**config.mk**
```make
export PLATFORM = sky130hd
export DESIGN_NAME = rr_bus_arbiter
export DESIGN_NICKNAME = d
export VERILOG_FILES = /design/src/rtl/rr_bus_arbiter.sv
export SDC_FILE = /design/constraint.sdc
export NUM_CORES = 1
export LEC_CHECK = 0
export BUFFER_PORTS_ARGS = -buffer_cell sky130_fd_sc_hd__buf_4
export CAP_MARGIN = 20
export CORE_UTILIZATION = 50
export CTS_CLUSTER_SIZE = 30
export DETAILED_ROUTE_END_ITERATION = 16
export GPL_TIMING_DRIVEN = 1
export PLACE_DENSITY = 0.86
export SKIP_LAST_GASP = 1
export SYNTH_ARGS = -nofsm -noshare
export SYNTH_HDL_FRONTEND = slang
export SYNTH_SLANG_ARGS = --single-unit
export TNS_END_PERCENT = 50
```
**constraint.sdc**
```tcl
create_clock -name clk -period 5.8 [get_ports clk]
set_input_delay 1.16 -clock clk [delete_from_list [all_inputs] [get_ports clk]]
set_output_delay 1.16 -clock clk [all_outputs]
set_load 0.01 [all_outputs]
```
**src/rtl/rr_bus_arbiter.sv**
```systemverilog
// rr_bus_arbiter
//   Two-requester round-robin arbiter in front of a single downstream
//   memory/MMIO port. Transactions are serialised one at a time through
//   IDLE -> ISSUE -> WAIT -> RESP. A watchdog ends any downstream access
//   that does not complete within TIMEOUT WAIT cycles and returns ERR_DATA.
//
// Handshake contract:
//   Requester n raises m<n>_we and/or m<n>_rd (write wins if both) and holds
//   address, data and strobes until it sees m<n>_ready, a registered
//   one-cycle pulse; read data on m<n>_spo is valid in that same cycle.
//   Downstream sees s_we/s_rd for exactly one cycle (ISSUE); s_a/s_d stay
//   stable through WAIT; completion is s_ready high in any WAIT cycle.
//   s_ready outside WAIT is ignored.
//
// Ports:
//   clk, rst            clock, synchronous active-high reset
//   m0_*/m1_*           requester address, write data, we, rd (in);
//                       read data, ready pulse (out)
//   s_a, s_d, s_we, s_rd  downstream request (out)
//   s_spo, s_ready      downstream response (in)
//   timeout_err         pulses with m*_ready of a timed-out transaction
//   dbg_state_o         current arbiter state for observation
module rr_bus_arbiter #(
  parameter int unsigned TIMEOUT  = 1024,
  parameter logic [31:0] ERR_DATA = 32'hDEADBEEF
) (
  input  logic        clk,
  input  logic        rst,
  input  logic [31:0] m0_a,
  input  logic [31:0] m0_d,
  input  logic        m0_we,
  input  logic        m0_rd,
  output logic [31:0] m0_spo,
  output logic        m0_ready,
  input  logic [31:0] m1_a,
  input  logic [31:0] m1_d,
  input  logic        m1_we,
  input  logic        m1_rd,
  output logic [31:0] m1_spo,
  output logic        m1_ready,
  output logic [31:0] s_a,
  output logic [31:0] s_d,
  output logic        s_we,
  output logic        s_rd,
  input  logic [31:0] s_spo,
  input  logic        s_ready,
  output logic        timeout_err,
  output logic [1:0]  dbg_state_o
);

  typedef enum logic [1:0] {
    ST_IDLE  = 2'd0,
    ST_ISSUE = 2'd1,
    ST_WAIT  = 2'd2,
    ST_RESP  = 2'd3
  } state_e;

  // Last WAIT count before the watchdog fires.
  localparam logic [15:0] CNT_LAST = 16'(TIMEOUT - 1);

  state_e      state_q, state_d;
  logic        last_grant_q, last_grant_d;
  logic        grant_q, grant_d;
  logic        we_q, we_d;
  logic [31:0] s_a_q, s_a_d;
  logic [31:0] s_d_q, s_d_d;
  logic        s_we_q, s_we_d;
  logic        s_rd_q, s_rd_d;
  logic [15:0] cnt_q, cnt_d;
  logic [31:0] m0_spo_q, m0_spo_d;
  logic [31:0] m1_spo_q, m1_spo_d;
  logic        m0_ready_q, m0_ready_d;
  logic        m1_ready_q, m1_ready_d;
  logic        timeout_err_q, timeout_err_d;

  logic req0, req1, gnt, sel_we, sel_rd;

  assign req0 = m0_we | m0_rd;
  assign req1 = m1_we | m1_rd;

  // On a tie the requester that did not win last time is chosen.
  assign gnt    = (req0 && req1) ? ~last_grant_q : req1;
  assign sel_we = gnt ? m1_we : m0_we;
  assign sel_rd = (gnt ? m1_rd : m0_rd) & ~sel_we;

  always_comb begin
    state_d       = state_q;
    last_grant_d  = last_grant_q;
    grant_d       = grant_q;
    we_d          = we_q;
    s_a_d         = s_a_q;
    s_d_d         = s_d_q;
    s_we_d        = 1'b0;
    s_rd_d        = 1'b0;
    cnt_d         = cnt_q;
    m0_spo_d      = m0_spo_q;
    m1_spo_d      = m1_spo_q;
    m0_ready_d    = 1'b0;
    m1_ready_d    = 1'b0;
    timeout_err_d = 1'b0;

    case (state_q)
      ST_IDLE: begin
        if (req0 || req1) begin
          grant_d = gnt;
          we_d    = sel_we;
          s_a_d   = gnt ? m1_a : m0_a;
          s_d_d   = gnt ? m1_d : m0_d;
          // Strobes are registered here so they are high exactly in ISSUE.
          s_we_d  = sel_we;
          s_rd_d  = sel_rd;
          state_d = ST_ISSUE;
        end
      end

      ST_ISSUE: begin
        cnt_d   = 16'd0;
        state_d = ST_WAIT;
      end

      ST_WAIT: begin
        if (s_ready) begin
          // Writes leave the requester's read-data register untouched.
          if (!we_q) begin
            if (grant_q) m1_spo_d = s_spo;
            else         m0_spo_d = s_spo;
          end
          m0_ready_d = ~grant_q;
          m1_ready_d = grant_q;
          state_d    = ST_RESP;
        end else if (cnt_q == CNT_LAST) begin
          if (grant_q) m1_spo_d = ERR_DATA;
          else         m0_spo_d = ERR_DATA;
          m0_ready_d    = ~grant_q;
          m1_ready_d    = grant_q;
          timeout_err_d = 1'b1;
          state_d       = ST_RESP;
        end else begin
          cnt_d = cnt_q + 16'd1;
        end
      end

      ST_RESP: begin
        // m*_ready / timeout_err are already high this cycle (registered).
        last_grant_d = grant_q;
        state_d      = ST_IDLE;
      end

      default: state_d = ST_IDLE;
    endcase
  end

  always_ff @(posedge clk) begin
    if (rst) begin
      state_q       <= ST_IDLE;
      last_grant_q  <= 1'b1;
      grant_q       <= 1'b0;
      we_q          <= 1'b0;
      s_a_q         <= 32'd0;
      s_d_q         <= 32'd0;
      s_we_q        <= 1'b0;
      s_rd_q        <= 1'b0;
      cnt_q         <= 16'd0;
      m0_spo_q      <= 32'd0;
      m1_spo_q      <= 32'd0;
      m0_ready_q    <= 1'b0;
      m1_ready_q    <= 1'b0;
      timeout_err_q <= 1'b0;
    end else begin
      state_q       <= state_d;
      last_grant_q  <= last_grant_d;
      grant_q       <= grant_d;
      we_q          <= we_d;
      s_a_q         <= s_a_d;
      s_d_q         <= s_d_d;
      s_we_q        <= s_we_d;
      s_rd_q        <= s_rd_d;
      cnt_q         <= cnt_d;
      m0_spo_q      <= m0_spo_d;
      m1_spo_q      <= m1_spo_d;
      m0_ready_q    <= m0_ready_d;
      m1_ready_q    <= m1_ready_d;
      timeout_err_q <= timeout_err_d;
    end
  end

  assign m0_spo      = m0_spo_q;
  assign m1_spo      = m1_spo_q;
  assign m0_ready    = m0_ready_q;
  assign m1_ready    = m1_ready_q;
  assign s_a         = s_a_q;
  assign s_d         = s_d_q;
  assign s_we        = s_we_q;
  assign s_rd        = s_rd_q;
  assign timeout_err = timeout_err_q;
  assign dbg_state_o = state_q;

endmodule

```
### Word-level counts from Yosys, hierarchy flattened

Index checks and enable logic that the tools add are counted.

| storage, ports and cells | value |
|---|---|
| flip-flop bits (word level) | 154 |
| word-level logic and storage cells | 73 |

| cells by class | value |
|---|---|
| reduce and logical (&&, ||, !) cells | 13 |
| add/sub/neg operators | 1 |
| bitwise operators | 9 |
| eq/ne operators | 9 |
| mux-type cells | 27 |

Operator list:

| operator | number |
|---|---|
| 2-to-1 mux 32 bit | 12 |
| 2-to-1 mux 16 bit | 2 |
| one-hot mux 16 bit (2 select lines) | 1 |
| adder 16 x 1 -> 16 bit (second input constant) | 1 |
| == test 16 x 10 -> 1 bit (second input constant) | 1 |
| 2-to-1 mux 1 bit | 8 |
| inequality test 2 bit (second input constant) | 4 |
| one-hot mux 2 bit (4 select lines) | 1 |
| AND reduction 4 bit | 2 |
| 2-to-1 mux 2 bit | 3 |
| NOT 1 bit | 6 |
| OR reduction 3 bit | 2 |
| == test 2 bit (second input constant) | 2 |
| AND reduction 2 bit | 2 |
| nonzero test 2 bit | 2 |
| inequality test 3 bit (second input constant) | 1 |
| AND reduction 3 bit | 1 |
| == test 2 x 1 -> 1 bit (second input constant) | 1 |
| zero test 2 bit | 1 |
| OR 1 bit | 2 |
| OR reduction 2 bit | 1 |
| AND 1 bit | 1 |
| logical AND 1 bit | 1 |
| logical OR 1 bit | 1 |

### Longest topological paths before layout

Gate-level depths: netlist of run 1.

| logic depth | value |
|---|---|
| word-level depth | 6 |
| depth in mapped cells | 9 |
| gate-level depth less buffers | 6 |

### Worst setup path before layout of run 1

Ideal clock, no wire load.

| path | value |
|---|---|
| path type | in2reg |
| start point | input s_ready |
| end point | register m1_spo_q[6], in the netlist m1_spo[6] |
| buffers on the path | 1 |
| data required time | 5.708 ns |
| stages | 5 |
| slack | 3.482 ns |
| data arrival time | 2.226 ns |
| path through | nand2b_1 > nor3_2 > clkbuf_1 > a211oi_1 > nor4_1 |

| on the way | value |
|---|---|
| cells in the longest elaborated chain, start to end | 2 |

Ends and longest elaborated chain:

| what | line | text |
|---|---|---|
| start: declaration | 46 | `input logic s_ready,` |
| inequality test 2 bit (no line) / nonzero test 2 bit (equally long branches) | - |  |
| AND reduction 4 bit (no line) | - |  |
| end signal: assignment | 180 | `m1_spo_q <= m1_spo_d;` |
| end: declaration | 71 | `logic [31:0] m1_spo_q, m1_spo_d;` |

Parallel ways exist; a longest one is shown, timed or not.
A chain may end at the register's enable or synchronous reset.

### Final worst setup path of run 1

| path | value |
|---|---|
| start point | input m1_rd |
| end point | register s_d_q[24], in the netlist s_d[24] |

| on the way | value |
|---|---|
| cells in the longest elaborated chain, start to end | 4 |

Ends and longest elaborated chain:

| what | line | text |
|---|---|---|
| start: declaration | 38 | `input logic m1_rd,` |
| OR 1 bit (*) | 79 | `assign req1 = m1_we \| m1_rd;` |
| logical AND 1 bit | 82 | `assign gnt = (req0 && req1) ? ~last_grant_q : req1;` |
| 2-to-1 mux 1 bit | 82 |  |
| 2-to-1 mux 32 bit | 108 | `s_d_d = gnt ? m1_d : m0_d;` |
| end signal: assignment | 160 | `s_d_q <= 32'd0;` |
| end signal: assignment | 175 | `s_d_q <= s_d_d;` |
| end: declaration | 66 | `logic [31:0] s_d_q, s_d_d;` |

Every way passes the cells marked *; elsewhere a longest branch is shown, timed or not.

==> summary.md, run 1 <==
| Metric | Value |
|---|---|
| Status | complete, no violations |
| Drt via density | 5.988 |
| Worst vdd rail ir drop | 0.2403 mV |
| Area Overhead vs Synth | 40.01% |
| Worst path slowest cell | o21ai_4 |
| Die Wd | 121.7 um |
| DIE AREA | 14820 um2 |
| DP Wirelength | 15.46 mm |
| Hold_ws | 0.4833 ns |
| Clock sink count | 154 |
| Pwr Density | 412.7 nW/um2 |
| DR DRC count | 0 |
| Final worst slack | 2.749 ns |
| Cts repair resizes | 0 |
| Critical path type | input port to flop |
| Setup crit end kind | flop |
| Cell repeated most along the worst path | buf_4 |
| Row cnt | 43 |
| Fill count | 1041 |
| Avg Cell Area, Syn | 8.719 um2 |
| Drt total wl | 24.02 mm |
| CP required | 6.10 ns |
| Placed inst area | 9425 um2 |
| # hold bufs at CTS | 0 |
| Tot Pwr | 4.141 mW |
| Period minus WS final | 3.051 ns |
| Design area | 10030 um2 |
| Clock slew at reported path FFs | 0.07 ns |
| Reg2Reg Setup Slack | 3.22 ns |
| CTS Root Buffer Type | clkbuf_16 |
| Largest net degree at the start of global routing | 106 |
| Drt initial violations | 540 |
| CTS tree | done |
| Antenna-violating nets left | 0 |
| Cells after Synth | 822 |
| Pre-CTS WS | 2.395 ns |
| Initial antenna violation count | 0 |
| CTS Buf Count | 17 |
| Top cell type's share of synthesized area | 43.02% |
| Max Slew Vio Count | 0 |
| Slew headroom | 25.57% |
| PortBufs | 301 |
| CP max FO | 42 |
| Via count | 7563 |
| Seq/Total Area, Yosys | 43.02% |
| Core area | 13930 um2 |
| Hold WC Path Type | flop to flop |
| Starting Density | 51.43% |
| Yosys cell types | 44 |
| Die Ht | 121.7 um |
| MaxCap Viol Count | 0 |
| DR pass1 iterations | 5 |
| Worst EP arrival | 3.35 ns |
| Syn Nets | 995 |
| Final Hold Viols | 0 |
| Antenna diode count | 0 |
| Area of the mapped netlist | 7167 um2 |
| Postcts setup bufs | 0 |
| Worst-Margin Slew | 1.116 ns |
| Vias in the first global route | 6989 |
| Period utilization | 52.61% |
| RSZ-0062 raised after global routing | no |
| Layout Skew | 0.01179 ns |
| Final setup fails | 0 |
| Nets | 1243 |
| Number of synthesized register bits | 154 |
| CP Cell Sequence | buf_4 > o21ai_4 > buf_4 > mux2i_1 > a211oi_1 |
| Routability congestion estimate | 0.9120 |
| Share of layout cells above drive strength 1 | 33.43% |
| Largest stage delay on the critical path | 0.77 ns |
| Static Leak | 4.325 nW |
| First-pass GRT wire length | 36.25 mm |
| Wirelength per Cell | 19.02 um |
| Clk Latency, worst-skew pair | 0.42 ns |
| Top-Level Pins | 302 |
| H-tree level count | 4 |
| Gr ovfl total | 0 |
| Yosys Warn Count | 0 |
| Fmax | 0.3277 GHz |
| Area leader, netlist | dfxtp_1 |
| GR Util All Layers | 31.26% |
| Final TNS setup | 0 ns |
| Max clock buf depth | 2 |
| Top cells by area, synth | dfxtp_1 43%, a211oi_1 12%, mux2i_1 9.2%, nor2_1 5.5%, nor3_1 5.2% |
| Startpoint types | input port |
layer usage:
metal | vias to the layer above | routed length, um | GRT usage, %
met5 | - | 0 | 0
met4 | 0 | 876 | 14.74
met3 | 77 | 2042 | 9.363
met2 | 371 | 11530 | 49.61
met1 | 3529 | 9568 | 38.75
li1 | 3586 | - | -
stage by stage:
stage	utilization, %	instances
after floorplan	-	822
after global placement	67.64	1229
after detailed placement	67.64	1229
after CTS	71.72	1261
after global routing	72.01	1263
final	72.01	1263
final timing paths:
check / from / to / depth (start not counted)
max reg2reg: dbg_state_o[0] / s_a[16] / 8
min: m0_spo[29] / m0_spo[29] / 2
min reg2reg: m0_spo[29] / m0_spo[29] / 2
max: m1_rd / s_d[24] / 5
cell type report:
class	instances	area [um2]	area share, %
sequential	154	3084	30.74
multi-input combinational	575	3751	37.38
clock inverter	13	126.4	1.259
tap	180	225.2	2.244
clock buffer	19	442.9	4.414
inverter	10	37.54	0.3741
timing repair buffer	312	2367	23.59
kinds of logic (layout without fill, tap and decap cells):
kind of cell | after synthesis | after routing | share of synthesized area, %
and+or+nand+nor | 281 | 281 | 19.73
AOI/OAI and AO/OA | 222 | 222 | 21.79
DFF | 154 | 154 | 43.02
buffers and inverters | 93 | 354 | 5.203
muxes | 66 | 66 | 9.218
adders and majority gates | 6 | 6 | 1.047
placed cells by master, fill, tap and decap left out, drive strengths merged, types with 14 or more instances in the layout:
cell type  count
buf          312
dfxtp        154
a211oi       115
nor2         105
nor3          75
mux2i         66
o21ai         32
a21oi         30
nor4          29
nand2         20
clkbuf        19
o211ai        16
nand3         14
where the power goes:
group / internal, mW / switching (mW)
sequential: 1.30 / 0.165
combinational: 0.685 / 0.910
clock: 0.640 / 0.440
total: 2.63 / 1.51
sequential cells by signal, summed over array words and instances (netlist names):
signal / flops
m0_spo: 32
m1_spo: 32
s_a: 32
s_d: 32
cnt_q: 16
dbg_state_o: 2
grant_q: 1
last_grant_q: 1
m0_ready: 1
m1_ready: 1
s_rd: 1
s_we: 1
timeout_err: 1
we_q: 1
Yosys cell counts, drive strengths merged:
cell,number
inv,10
nand4bb,1
buf,15
a211oi,115
nand3,14
a21oi,30
nor2,105
a221oi,1
and4,3
a311oi,3
clkbuf,68
nor3b,8
nand3b,1
o32ai,2
nor2b,2
o21ai,32
nand2,20
nor3,75
or2,1
or3,3
o211ai,16
ha,6
dfxtp,154
mux2i,66
o41ai,4
o31a,1
or4,9
nand2b,3
and3,1
nor4,29
nand4,6
a2bb2oi,1
o31ai,1
o311ai,6
a31oi,10
critical path: cells and delay by family:
family | cells | cell delay, ns
compound gates | 2 | 1.15
buf+inv | 2 | 0.85
mux | 1 | 0.17
(Power assumes the default switching activity.)
==> run 2, diff against run 1 <==
Settings changed: ABC_AREA from default to 1, CORE_UTILIZATION 50 to 43, PLACE_DENSITY 0.86 to 0.8.
Clock period 5.8 ns to 2.7 ns, I/O delays scaled along.
==> run 2 against run 1 <==
Critical path depth up 1. Area after synthesis down 4.9%. First-iteration DRC count down 26%. Synthesized cell count up 18%. Routed wire length down 12%. Final cell count up 15%. Non-clock buffer count up 5. Clock skew down 0.0017 ns. Sequential cell count unchanged. Via count down 2.5%. Sequential power up 120%. Critical path type is now flop to flop. Largest power group unchanged.
==> summary.md, run 2 <==
| Metric | Value |
|---|---|
| Final setup fails | 0 (unchanged) |
| Clock network power share | 27.7% (+1.6 points) |
| Gr ovfl total | 0 (unchanged) |
| Area Overhead vs Synth | 43.65% |
| Worst reg2reg path depth | 6 (-2) |
| Top-count cell post-synth | nand2_1 |
| Via count | 7371 (-2.5%) |
| Critical path type | flop to flop |
| Max Slew Vio Count | 0 (unchanged) |
| DP Wirelength | 15.05 mm (-2.7%) |
| Cells after Synth | 967 (+18%) |
| Worst EP arrival | 2.44 ns (-0.91 ns) |
| GR Util All Layers | 25.75% (-5.5 points) |
| Die Wd | 127.9 um (+5.1%) |
| Tot Pwr | 8.884 mW (+110%) |
| Clk Latency, worst-skew pair | 0.42 ns (about the same) |
| DIE AREA | 16370 um2 (+10%) |
| Gate power share | 36.4% (-2.1 points) |
| Starting Density | 44.53% (-6.9 points) |
| Slew headroom | 40.22% (+15 points) |
| Drt via density | 5.069 (-15%) |
| Reg2Reg Setup Slack | 0.61 ns (-2.61 ns) |
| Post-synth top cells | 269 x nand2_1, 154 x dfxtp_1, 120 x nor2_1 |
| Core area | 15310 um2 (+9.9%) |
| Postcts setup bufs | 0 (unchanged) |
| Area of the mapped netlist | 6819 um2 (-4.9%) |
| RSZ-0062 raised after global routing | no |
| Clock slew at reported path FFs | 0.07 ns (about the same) |
| Critical path origin | dbg_state_o[0] |
| Startpoint types | flop |
| Pwr Density | 907.0 nW/um2 (+120%) |
| Final Hold Viols | 0 (unchanged) |
| Non-Filler Instances | 1454 (+15%) |
| Number of synthesized register bits | 154 (unchanged) |
| Cell total after placement | 1422 (+16%) |
| Hold WC Path Type | input port to flop |
| Register Area | 3083 um2 (about the same) |
| Final TNS setup | 0 ns (unchanged) |
| Nets | 1403 (+13%) |
| Drt initial violations | 402 (-26%) |
| Area of the multi-input gates | 3261 um2 (-13%) |
| Antenna diode count | 0 (unchanged) |
| Cts repair resizes | 0 (unchanged) |
| Top cells by area, synth | dfxtp_1 45%, nand2_1 15%, nor2_1 6.6%, a31oi_1 5.9%, a21oi_1 5.7% |
| Static Leak | 4.570 nW (+5.7%) |
| Syn Nets | 1140 (+15%) |
| R2R Path End | s_d[16] |
| Period minus WS final | 2.091 ns |
| Placed inst area | 9180 um2 (-2.6%) |
| H-tree level count | 4 (unchanged) |
| Top cell type's share of synthesized area | 45.21% (+2.2 points) |
| Wirelength per Cell | 14.50 um (-24%) |
| Status | complete, no violations |
| DR DRC count | 0 (unchanged) |
| CP max FO | 106 (+150%) |
| Avg Cell Area, Syn | 7.052 um2 (-19%) |
| Initial antenna violation count | 0 (unchanged) |
| Final worst slack | 0.6091 ns (-2.139 ns) |
| Period utilization | 77.44% |
| Design area | 9796 um2 (-2.4%) |
| CTS tree | done |
| Routability congestion estimate | 0.8364 (-8.3%) |
| CTS Buf Count | 17 (unchanged) |
| Area leader, netlist | dfxtp_1 |
| Row cnt | 45 (+4.7%) |
| Die Ht | 127.9 um (+5.1%) |
| P_sw | 3.147 mW (+110%) |
| CP required | 3.05 ns (-3.05 ns) |
| Largest net degree at the start of global routing | 107 (+0.94%) |
| # hold bufs at CTS | 0 (unchanged) |
| Fill count | 1374 (+32%) |
| Fmax | 0.4783 GHz |
| Yosys Warn Count | 0 (unchanged) |
| Leading cell type in the layout, fill and taps excluded | buf_4 |
| Max clock buf depth | 2 (unchanged) |
| Ys flop type | dfxtp_1 |
| RR Startpoint | dbg_state_o[0] |
| PortBufs | 301 (unchanged) |
| Antenna-violating nets left | 0 (unchanged) |
| Yosys cell types | 34 (-23%) |
| DR pass1 iterations | 5 (unchanged) |
| Internal | 5.737 mW (+120%) |
| Hold depth | 2 (unchanged) |
| Worst vdd rail ir drop | 0.4892 mV (+100%) |
| Vias in the first global route | 6692 (-4.2%) |
| Highest-count cells in the layout ignoring fill and taps | 312 x buf_4, 269 x nand2_1, 154 x dfxtp_1 |
| Seq/Total Area, Yosys | 45.21% (+2.2 points) |
| First-pass GRT wire length | 33.10 mm (-8.7%) |
| Layout Skew | 0.01013 ns (-0.001663 ns) |
| Min-delay src | m0_we |
| Top-Level Pins | 302 (unchanged) |
| MaxCap Viol Count | 0 (unchanged) |
| Share of layout cells above drive strength 1 | 29.61% (-3.8 points) |
| Drt total wl | 21.08 mm (-12%) |
| Register share of total power | 35.9% (+0.5 points) |
| Setup crit end kind | flop |
| Number of synthesized flops with an enable pin | 0 (unchanged) |
| Min-Delay Endpoint | s_rd |
| Async set or reset register ratio after synthesis | 0% (unchanged) |
| Clock sink count | 154 (unchanged) |
| Switching share of power | 35.42% (-1.2 points) |
| Worst-Margin Slew | 0.8966 ns (-0.2198 ns) |
| Pre-CTS WS | 0.6115 ns (-1.784 ns) |
| CTS Root Buffer Type | clkbuf_16 |
[run 2: changes by cell type after synthesis, sizes merged, moves of 23 or more]
| cell | delta |
|---|---|
| a211oi | -114 |
| a21oi | +48 |
| a31oi | +54 |
| buf | +27 |
| clkbuf | -37 |
| inv | +23 |
| mux2i | -66 |
| nand2 | +253 |
| nand3 | +64 |
| nor3 | -72 |
| nor4 | -29 |
| o21ai | +37 |
[run 2: metal layers]
layer	up-vias	part of all wire, %	GRT usage (%)	wire [um]
met5	-	0	0	0
met4	0	3.7	12.32	775
met3	48	8.1	7.429	1716
met2	290	49	44.82	10360
met1	3295	39	28.87	8222
li1	3738	-	-	-
[run 2: worst max-delay path by stage]
stage	end	slack, ns	cells after the start
3_5_place_dp	m0_spo[11]	0.61	8
6_report	s_d[16]	0.61	6
2_1_floorplan	m0_spo[11]	1.08	8
3_3_place_gp	m0_spo[11]	0.65	8
5_1_grt	s_a[19]	0.33	6
4_1_cts	s_d[12]	0.61	6
[run 2: final cells by class]
type                            instances  area share, %
Multi-Input combinational cell        706          33.29
Timing Repair Buffer                  317          24.93
Tap cell                              211          2.695
Inverter                               34          1.328
Clock buffer                           21          4.905
Sequential cell                       154          31.47
Clock inverter                         11          1.379
[run 2: kinds of logic after synthesis]
kind of cell	synth area share [%]
buffers and inverters	7.303
AOI/OAI and AO/OA	17.30
xor gates and xnor gates	0.3854
and+or+nand+nor	28.70
adders and majority gates	1.101
DFF	45.21
[run 2: stage by stage]
stage	utilization, %	hold WS [ns]
after floorplan	-	0.4503
after CTS	63.96	0.3070
after global routing	63.96	0.3247
after detailed placement	59.94	0.4706
after global placement	59.94	0.4610
final	63.96	0.3332
[run 2: power groups by stage]
| stage | logic (mW) | registers (mW) | clock network (mW) |
|---|---|---|---|
| finish | 3.24 | 3.19 | 2.46 |
| CTS | 3.24 | 3.19 | 2.51 |
| global placement | 3.18 | 3.22 | 0 |
| floorplan | 1.50 | 3.46 | 0 |
| global route | 3.54 | 3.27 | 2.60 |
| detailed placement | 3.24 | 3.23 | 0 |
[run 2: critical path: stages (launching register included)]
cell and delay (ns):
dfxtp_1 0.34, inv_1 0.13, ha_1 0.22, a21boi_4 0.20, buf_4 0.70, o21ai_0 0.19
a31oi_1 0.18
==> run 3, diff against run 2 <==
Settings changed: ABC_AREA 1 to 0, CORE_UTILIZATION 43 to 48, PLACE_DENSITY 0.8 to 0.83.
Clock period 2.7 ns to 1.99 ns, I/O delays scaled along.
==> run 3 against run 2 <==
Power is 38% higher. Critical path depth is 1 lower. Sequential cell count stayed put. Combinational power is 47% higher. Maximum frequency is 8.8% higher. Clock skew is 0.0010 ns lower. Via count is 1.7% higher.
==> summary.md, run 3 (same netlist as run 1, synthesis figures left out) <==
| Metric | Value |
|---|---|
| Final Hold Viols | 0 (unchanged) |
| Gate power share | 38.8% (+2.4 points) |
| Vias in the first global route | 6458 (-3.5%) |
| Max clock buf depth | 2 (unchanged) |
| Hold WC Path Type | input port to flop |
| Top-Level Pins | 302 (unchanged) |
| Routability congestion estimate | 0.8808 (+5.3%) |
| Clock slew at reported path FFs | 0.06 ns (about the same) |
| PortBufs | 301 (unchanged) |
| Critical path type | flop to flop |
| Min-Delay Endpoint | m1_spo[22] |
| DR DRC count | 0 (unchanged) |
| First-pass GRT wire length | 33.79 mm (+2.1%) |
| Setup crit end kind | flop |
| Nets | 1270 (-9.5%) |
| Clock network power share | 26.9% (-0.8 points) |
| Switching share of power | 34.96% (-0.46 points) |
| R2R Path End | m1_spo[29] |
| Min-delay src | s_spo[22] |
| Die Ht | 124.2 um (-2.9%) |
| RSZ-0062 raised after global routing | yes |
| DIE AREA | 15420 um2 (-5.8%) |
| Static Leak | 4.515 nW (-1.2%) |
| Slew headroom | 64.27% (+24 points) |
| Critical path origin | cnt_q[15] |
| Drt total wl | 23.07 mm (+9.4%) |
| Clk Latency, worst-skew pair | 0.42 ns (about the same) |
| CTS Root Buffer Type | clkbuf_16 |
| Status | complete, no violations |
| Worst vdd rail ir drop | 0.8161 mV (+67%) |
| Antenna diode count | 0 (unchanged) |
| Leading cell type in the layout, fill and taps excluded | buf_4 |
| Worst-Margin Slew | 0.5340 ns (-0.3627 ns) |
| Initial antenna violation count | 0 (unchanged) |
| DP Wirelength | 15.80 mm (+5.0%) |
| Placed inst area | 9751 um2 (+6.2%) |
| Max Slew Vio Count | 0 (unchanged) |
| Worst EP arrival | 2.21 ns (-0.23 ns) |
| Layout Skew | 0.009104 ns (-0.001024 ns) |
| Fmax | 0.5203 GHz (+8.8%) |
| MaxCap Viol Count | 0 (unchanged) |
| Core area | 14530 um2 (-5.1%) |
| Pwr Density | 1179 nW/um2 (+30%) |
| CP max FO | 10 (-91%) |
| RR Startpoint | cnt_q[15] |
| CP required | 2.28 ns (-0.77 ns) |
| Reg2Reg Setup Slack | 0.07 ns (-0.54 ns) |
| Period minus WS final | 1.922 ns (-0.1688 ns) |
| Period utilization | 96.59% (+19 points) |
| Highest-count cells in the layout ignoring fill and taps | 327 x buf_4, 153 x dfxtp_1, 115 x a211oi_1 |
| Startpoint types | flop |
| Register share of total power | 34.3% (-1.6 points) |
| DR pass1 iterations | 5 (unchanged) |
| CTS Buf Count | 17 (unchanged) |
| Starting Density | 49.31% (+4.8 points) |
| Share of layout cells above drive strength 1 | 35.32% (+5.7 points) |
| Drt initial violations | 534 (+33%) |
| Die Wd | 124.2 um (-2.9%) |
| Via count | 7493 (+1.7%) |
| Final setup fails | 0 (unchanged) |
| H-tree level count | 4 (unchanged) |
| Worst reg2reg path depth | 5 (-1) |
| Internal | 8.000 mW (+39%) |
| Design area | 10430 um2 (+6.5%) |
| Drt via density | 5.791 (+14%) |
| Row cnt | 44 (-2.2%) |
| Antenna-violating nets left | 0 (unchanged) |
| Area Overhead vs Synth | 45.57% |
| Finished Core Util | 71.78% (+7.8 points) |
| Final TNS setup | 0 ns (unchanged) |
| Hold depth | 3 (+1) |
| Gr ovfl total | 0 (unchanged) |
| Largest net degree at the start of global routing | 77 (-28%) |
| Wirelength per Cell | 17.83 um (+23%) |
| Clock sink count | 154 (unchanged) |
| CTS tree | done |
| GR Util All Layers | 28.29% (+2.5 points) |
| P_sw | 4.301 mW (+37%) |
-- run 3: cell count changes in the layout (fill, tap and decap cells not counted), moves of 48 or more --
cell,previous run,this run
nand2_1,269,20
a21oi_1,78,30
a31oi_1,64,10
mux2i_1,0,66
nand3_1,76,14
nor3_1,3,74
a211oi_1,1,115
-- run 3: repair_timing --
action,CTS,global route
resized for setup,0,5
hold buffers,0,0
buffers inserted,0,2
setup endpoints to repair,0,42
-- run 3: final cells by class --
type,count,area [um2]
clock inverter,11,145.1
clock buffer,21,460.4
inverter,10,37.54
sequential,154,3084
multi-input combinational,575,3775
tap,184,230.2
timing repair buffer,339,2700
fill,1150,4101
-- run 3: worst max path at each step --
stage | to | depth (start not counted)
2_1_floorplan | m0_spo[24] | 9
3_3_place_gp | cnt_q[10] | 5
3_5_place_dp | m1_spo[8] | 5
4_1_cts | m1_spo[27] | 7
5_1_grt | m1_spo[8] | 5
6_report | m1_spo[29] | 5
-- run 3: metrics by stage --
step           hold slack (ns)  setup WS (ns)  power, mW  instances
3_5_place_dp            0.4766         0.1058      8.985       1259
5_1_grt                 0.2873       -0.04510      13.04       1294
2_1_floorplan           0.4711        0.05061      6.849        822
4_1_cts                 0.2692        0.06121      12.31       1291
6_report                0.2856        0.06795      12.30       1294
3_3_place_gp            0.4692        0.08509      8.883       1259
-- run 3: worst max-delay path: stages, from the launching register on --
cell and delay, ns:
dfxtp_1 0.32, or4_4 0.54, or4_1 0.46, buf_4 0.21, o211ai_1 0.16, a31oi_1 0.10
-- run 3: per-layer routing --
metal  global-route usage (%)  wire [um]  part of all wire, %  vias up
li1                         -          -                    -     3643
met1                    38.02       9756                   42     3497
met2                    43.68      11010                   48      320
met3                    7.234       1829                  7.9       33
met4                    10.04        473                  2.1        0
met5                        0          0                    0        -
-- run 3: power groups by stage --
stage | Sequential [mW] | Combinational (mW) | Clock (mW)
after floorplan | 4.53 | 2.32 | 0
after global placement | 4.24 | 4.64 | 0
after detailed placement | 4.27 | 4.71 | 0
after CTS | 4.21 | 4.74 | 3.36
after global routing | 4.31 | 5.22 | 3.52
final | 4.22 | 4.77 | 3.31
